$ cat src/rtl/bms_pkg.sv
// Shared constants and state encoding for the per-cell coulomb counter.
package bms_pkg;
   localparam int CELLS = 4;
   localparam logic [31:0] FP_ZERO = 32'h00000000;
   localparam logic [31:0] FP_ONE  = 32'h3F800000;
   localparam int FP_BIAS = 127;

   typedef enum logic {
      IDLE = 1'b0,
      CONV = 1'b1
   } state_t;
endpackage

$ cat src/rtl/coulomb_counter_if.sv
// Sample/preset strobes in, SOC floats and status flags out.
interface coulomb_counter_if #(parameter int CAP_LOG2 = 24);
   logic                sample_valid;
   logic [31:0]         I1, I2, I3, I4;
   logic                load_en;
   logic [CAP_LOG2:0]   load_charge;
   logic [31:0]         soc1, soc2, soc3, soc4;
   logic                soc_valid;
   logic                busy;
   logic                overrun;
   logic [3:0]          full;
   logic [3:0]          empty;

   modport master (
      output sample_valid, I1, I2, I3, I4, load_en, load_charge,
      input  soc1, soc2, soc3, soc4, soc_valid, busy, overrun, full, empty
   );
   modport slave (
      input  sample_valid, I1, I2, I3, I4, load_en, load_charge,
      output soc1, soc2, soc3, soc4, soc_valid, busy, overrun, full, empty
   );
endinterface

$ cat src/rtl/fix_to_float.sv
// Unsigned charge (scaled by 2^-CAP_LOG2) to IEEE-754 single, truncating extra LSBs.
module fix_to_float
   import bms_pkg::*;
#(
   parameter int CAP_LOG2 = 24
) (
   input  logic [CAP_LOG2:0] charge,
   output logic [31:0]       f
);
   logic [5:0]           p;
   logic [CAP_LOG2:0]    norm;
   logic [CAP_LOG2+22:0] wide;

   always_comb begin
      p = '0;
      for (int i = 0; i <= CAP_LOG2; i++)
         if (charge[i]) p = 6'(i);
      // shift MSB to the top, then pad so short fractions still fill 23 bits
      norm = charge << (6'(CAP_LOG2) - p);
      wide = {norm[CAP_LOG2-1:0], 23'd0};
      if (charge == '0)
         f = FP_ZERO;
      else
         f = {1'b0, 8'(FP_BIAS + int'(p) - CAP_LOG2), wide[CAP_LOG2+22 -: 23]};
   end
endmodule

$ cat src/rtl/coulomb_counter.sv
// Four-cell coulomb counter; COULOMB_EFF_EN scales charging currents by 15/16.
module coulomb_counter
   import bms_pkg::*;
#(
   parameter int CAP_LOG2 = 24
) (
   input  logic              clk,
   input  logic              rst_n,
   coulomb_counter_if.slave  bus
);
   localparam logic [CAP_LOG2:0] CAP = {1'b1, {CAP_LOG2{1'b0}}};

   state_t                        state;
   logic [1:0]                    idx;
   logic [CELLS-1:0][CAP_LOG2:0]  charge, charge_acc;
   logic [CELLS-1:0][31:0]        cur, soc_q;
   logic [CAP_LOG2:0]             load_val;
   logic [31:0]                   conv;
   logic                          soc_valid_q, overrun_q;

   assign cur      = {bus.I4, bus.I3, bus.I2, bus.I1};
   assign load_val = (bus.load_charge > CAP) ? CAP : bus.load_charge;

   for (genvar k = 0; k < CELLS; k++) begin : g_acc
      logic signed [33:0] ext, delta, sum;
      logic [CAP_LOG2:0]  nxt;
      always_comb begin
         ext = {{2{cur[k][31]}}, cur[k]};
`ifdef COULOMB_EFF_EN
         delta = ext[33] ? ext : ext - (ext >>> 4);
`else
         delta = ext;
`endif
         sum = $signed({{(33-CAP_LOG2){1'b0}}, charge[k]}) + delta;
         if (sum < 0)
            nxt = '0;
         else if (sum > $signed({{(33-CAP_LOG2){1'b0}}, CAP}))
            nxt = CAP;
         else
            nxt = sum[CAP_LOG2:0];
      end
      assign charge_acc[k] = nxt;
   end

   always_comb begin
      bus.full  = '0;
      bus.empty = '0;
      for (int k = 0; k < CELLS; k++) begin
         bus.full[k]  = (charge[k] == CAP);
         bus.empty[k] = (charge[k] == '0);
      end
   end

   fix_to_float #(.CAP_LOG2(CAP_LOG2)) u_f2f (
      .charge (charge[idx]),
      .f      (conv)
   );

   always_ff @(posedge clk or negedge rst_n) begin
      if (!rst_n) begin
         state       <= IDLE;
         idx         <= '0;
         charge      <= '0;
         soc_q       <= {CELLS{FP_ZERO}};
         soc_valid_q <= 1'b0;
         overrun_q   <= 1'b0;
      end else begin
         soc_valid_q <= 1'b0;
         overrun_q   <= 1'b0;
         case (state)
            IDLE: begin
               if (bus.load_en) begin
                  charge <= {CELLS{load_val}};
                  state  <= CONV;
                  idx    <= '0;
               end else if (bus.sample_valid) begin
                  charge <= charge_acc;
                  state  <= CONV;
                  idx    <= '0;
               end
            end
            CONV: begin
               soc_q[idx] <= conv;
               idx        <= idx + 2'd1;
               if (idx == 2'd3) begin
                  state       <= IDLE;
                  soc_valid_q <= 1'b1;
               end
               if (bus.load_en || bus.sample_valid) overrun_q <= 1'b1;
            end
            default: state <= IDLE;
         endcase
      end
   end

   assign bus.soc1      = soc_q[0];
   assign bus.soc2      = soc_q[1];
   assign bus.soc3      = soc_q[2];
   assign bus.soc4      = soc_q[3];
   assign bus.soc_valid = soc_valid_q;
   assign bus.overrun   = overrun_q;
   assign bus.busy      = (state == CONV);
endmodule

$ cat src/flat_wrapper.sv
// flat-port wrapper written by rule: the top's interface ports become plain ports
module coulomb_counter_flat import bms_pkg::*;
#(
   parameter int CAP_LOG2 = 24
)
  (clk, rst_n, bus_sample_valid, bus_I1, bus_I2, bus_I3, bus_I4, bus_load_en, bus_load_charge, bus_soc1, bus_soc2, bus_soc3, bus_soc4, bus_soc_valid, bus_busy, bus_overrun, bus_full, bus_empty);
  coulomb_counter_if #(.CAP_LOG2(CAP_LOG2)) bus_i ();
  input  logic clk;
  input  logic rst_n;
  input wire logic [$bits(bus_i.sample_valid)-1:0] bus_sample_valid;
  input wire logic [$bits(bus_i.I1)-1:0] bus_I1;
  input wire logic [$bits(bus_i.I2)-1:0] bus_I2;
  input wire logic [$bits(bus_i.I3)-1:0] bus_I3;
  input wire logic [$bits(bus_i.I4)-1:0] bus_I4;
  input wire logic [$bits(bus_i.load_en)-1:0] bus_load_en;
  input wire logic [$bits(bus_i.load_charge)-1:0] bus_load_charge;
  output wire logic [$bits(bus_i.soc1)-1:0] bus_soc1;
  output wire logic [$bits(bus_i.soc2)-1:0] bus_soc2;
  output wire logic [$bits(bus_i.soc3)-1:0] bus_soc3;
  output wire logic [$bits(bus_i.soc4)-1:0] bus_soc4;
  output wire logic [$bits(bus_i.soc_valid)-1:0] bus_soc_valid;
  output wire logic [$bits(bus_i.busy)-1:0] bus_busy;
  output wire logic [$bits(bus_i.overrun)-1:0] bus_overrun;
  output wire logic [$bits(bus_i.full)-1:0] bus_full;
  output wire logic [$bits(bus_i.empty)-1:0] bus_empty;
  assign bus_i.sample_valid = bus_sample_valid;
  assign bus_i.I1 = bus_I1;
  assign bus_i.I2 = bus_I2;
  assign bus_i.I3 = bus_I3;
  assign bus_i.I4 = bus_I4;
  assign bus_i.load_en = bus_load_en;
  assign bus_i.load_charge = bus_load_charge;
  assign bus_soc1 = bus_i.soc1;
  assign bus_soc2 = bus_i.soc2;
  assign bus_soc3 = bus_i.soc3;
  assign bus_soc4 = bus_i.soc4;
  assign bus_soc_valid = bus_i.soc_valid;
  assign bus_busy = bus_i.busy;
  assign bus_overrun = bus_i.overrun;
  assign bus_full = bus_i.full;
  assign bus_empty = bus_i.empty;
  coulomb_counter #(.CAP_LOG2(CAP_LOG2)) u_core (.clk(clk), .rst_n(rst_n), .bus(bus_i));
endmodule
$ cat config.mk
export PLATFORM = sky130hd
export DESIGN_NAME = coulomb_counter_flat
export DESIGN_NICKNAME = d
export VERILOG_FILES = /design/src/rtl/bms_pkg.sv /design/src/rtl/coulomb_counter_if.sv /design/src/rtl/fix_to_float.sv /design/src/rtl/coulomb_counter.sv /design/src/flat_wrapper.sv
export SDC_FILE = /design/constraint.sdc
export NUM_CORES = 1
export LEC_CHECK = 0
export BUFFER_PORTS_ARGS = -buffer_cell sky130_fd_sc_hd__buf_4
export CORE_MARGIN = 5
export CORE_UTILIZATION = 56
export DETAILED_ROUTE_END_ITERATION = 10
export PLACE_DENSITY = 0.79
export SETUP_SLACK_MARGIN = 0.5
export SLEW_MARGIN = 20
export SYNTH_ARGS = -nofsm -noshare
export SYNTH_HDL_FRONTEND = slang
export SYNTH_SLANG_ARGS = --single-unit
$ cat constraint.sdc
create_clock -name clk -period 9.74 [get_ports clk]
set_input_delay 0 -clock clk [delete_from_list [all_inputs] [get_ports clk]]
set_output_delay 0 -clock clk [all_outputs]
set_load 0.05 [all_outputs]
==> summary.txt <==
Run status
  – Outcome: finished, final reports clean

CTS
  – Resize count post-CTS: 0
  – Post-CTS Hold Buffers: 36
  – H-tree levels: 1
  – Clk slew on worst S/H paths: 60 ps
  – Num CTS Buffers: 26
  – Clock tree from TritonCTS: yes
  – Worst-skew pair later-pin latency: 550 ps
  – CTS root buffer: clkbuf_16
  – CTS Sinks: 229
  – Maximum clock path buffer count: 3
  – Setup Buffers After CTS: 0

Synth
  – Ys Warns: 0
  – Register area share after synthesis: between 30% and 40%
  – Synth top area share: between 30% and 40%
  – Synth unique cells: about 100
  – Yosys top cell by area: dfrtp_1
  – Most used DFF post-synth: dfrtp_1
  – Post-synth ARST share: 100%
  – Post-synth EDFFs: 0
  – Most frequent cell after synthesis: nand2_1
  – Mapped Cells: 2193
  – Largest cells by area after synthesis: dfrtp_1, ha_1, nand2_1
  – Synthesis-stage register bit count: 229
  – Area of the mapped netlist: between 0.015 and 0.02 mm2
  – Post-synth top cells: nand2_1, dfrtp_1, o21ai_0
  – Synth Area per Inst: 8.38 um2

Setup path
  – CP max stage delay: 1050 ps
  – Cell chain of the critical path: mux4_2 -> or3_1 -> a221oi_2 -> o21ai_2 -> a21oi_4 -> inv_2 -> ha_1 -> inv_1 -> mux2i_1 -> a21oi_1 -> o31ai_1 -> a22o_1 -> a211oi_1 -> a2bb2oi_1 -> and2_1 -> a211oi_1 -> mux2_2
  – Startpoint types: flop
  – Cell mode on critical path: a211oi_1
  – CP delay by family, top: compound AO/OA/AOI/OAI gates
  – Critical path class: flop to flop
  – CP required: 10220 ps
  – Slowest cell on the critical path: dfrtp_1
  – Critical path data arrival time: 7070 ps
  – Worst Setup End Kind: flop
  – CP Max Fanout: 29
  – Crit path buffers/inverters: 2

Placement
  – Dpl cells: 2823
  – DP HPWL: 54700 um
  – GP Congestion: 1.04
  – IO buf count: 291

Timing
  – Slew HR: 26.3%
  – Minimum clock period: 6590 ps
  – Setup Viol. Count Final: 0
  – Final Cycle Share: between 60% and 70%
  – RSZ-0062 raised after global routing: no
  – Fmax: 0.152 GHz
  – Slew Limit Fails: 0
  – Hold Vio Cnt, Final: 0
  – Worst Tran Pin Value: about 1100 ps
  – Skew final: 17.3 ps
  – Setup TNS: 0 ps

GRT
  – Largest net degree at the start of global routing: between 100 and 150
  – Initial antenna violation count: 0
  – Tot GR Track Use: 37.2%
  – First-pass GRT wire length: 108000 um
  – Vias in the first global route: roughly 19000
  – GRT overflow: 0

Floorplanning
  – Site Rows: 66
  – I/O pins: around 300
  – Core area: approximately 0.032 mm2
  – Die width: 191 um
  – Die area: 0.0365 mm2
  – Initial Utilization: 56.6%
  – Die height: 191 um

Final layout
  – Filler-free cell count of the finished design: 2905
  – # nets final: roughly 2700
  – Ant. Diodes: 0
  – Fin util: around two thirds
  – Share of cells above drive strength 1: 17.6%
  – Area Overhead vs Synth: 19.6%

Flow run
  – Max-Cap Viols: 0

Worst hold path
  – Path type of the worst min-delay path: primary input to flop

Detailed routing
  – Remaining DRCs: 0
  – Post-DR vias/cell: between 6 and 7
  – DR WL/cell: 24.3 um
  – First-pass detailed-route iteration total: 6
  – Routed WL: 70600 um
  – Initial drt markers: around 2000
  – DR vias: 19609
  – Post-DRT Antenna Nets: 0
[layout by cell type (no fill, tap or decap), types with 11 or more instances in the layout]
cell,count
a22oi_1,54
nor4_1,47
dlygate4sd3_1,36
o21ai_1,25
o21a_1,15
nor2b_1,13
o21ai_0,179
o311ai_0,15
or3_1,22
clkbuf_16,26
nor2_1,155
mux4_2,26
ha_1,105
a211oi_1,29
and3_1,23
xor2_1,31
xnor2_1,43
o211ai_1,20
a21o_1,49
nor3_1,57
nand4_1,32
inv_1,57
mux2i_1,23
o21bai_1,20
a21oi_1,130
o22ai_1,12
nand3_1,79
nand2_1,262
o31ai_1,38
a31oi_1,23
dfrtp_1,229
and2_1,23
buf_4,308
a221o_1,11
nand2b_1,19
[cell type report]
class	count	area, um2
Multi-Input combinational cell	1785	11900
Sequential cell	229	5730
Clock inverter	14	178
Timing Repair Buffer	345	2690
Inverter	58	218
Fill cell	2684	10500
Tap cell	442	553
Clock buffer	32	703
[metal layers]
metal  track usage, %  wire [um]  up-vias
met5                0          0        -
li1                 -          -     8821
met4             20.7       5130        0
met3             5.92       6380      284
met2             60.3      32000     1115
met1             47.7      27200     9389
[worst register-to-register path, delay by kind of cell (launching register included)]
kind / cells / cell delay, ps
AOI/OAI and AO/OA: 9 / 2570
muxes: 3 / 1000
buffers and inverters: 2 / 810
adders and majority gates: 1 / 360
DFF: 1 / 1050
and+or+nand+nor: 2 / 740
[registers in the layout, indices dropped and copies added (netlist names)]
register and cells:
u_core.charge 100, u_core.bus.soc1 31, u_core.bus.soc2 31, u_core.bus.soc3 31
u_core.bus.soc4 31, u_core.idx 2, u_core.bus.busy 1, u_core.bus.overrun 1
u_core.bus.soc_valid 1
[per-stage QoR]
step / worst slack (ps) / cell area (um2) / hold slack (ps)
detailed placement: 3300 / 20700 / 105
floorplan: 5150 / 18400 / -296
CTS: 3260 / 22000 / 3.83
global placement: 3490 / 20700 / 99.6
finish: 3150 / 22000 / 12.3
global route: 2780 / 22000 / 32.0
[worst paths after layout]
kind | startpoint | to | slack [ps] | cells after the start
max | u_core.idx[1] | u_core.bus.soc3[12] | 3150 | 17
min | bus_I3[29] | u_core.charge[74] | 10 | 4
max reg2reg | u_core.idx[1] | u_core.bus.soc3[12] | 3150 | 17
min reg2reg | u_core.bus.soc4[0] | u_core.bus.soc4[0] | 480 | 2
max in group asynchronous | rst_n | u_core.charge[58] | 8010 | 3
min in group asynchronous | rst_n | u_core.charge[9] | 70 | 2
[logic make-up (layout without fill, tap and decap cells)]
kind of cell	count (synthesis)	after routing	synth area share (%)
simple gates	800	800	21.5
compound gates	738	738	26.8
buf+inv	182	449	4.22
mux	59	59	5.05
other cells	1	4	0.0204
flops	229	229	31.2
fa+ha+maj	109	109	7.59
xor+xnor	75	75	3.62
Power is left out: the tool's default activity adds up to more than one toggle a clock period on the data nets, which glitch-free logic cannot reach.
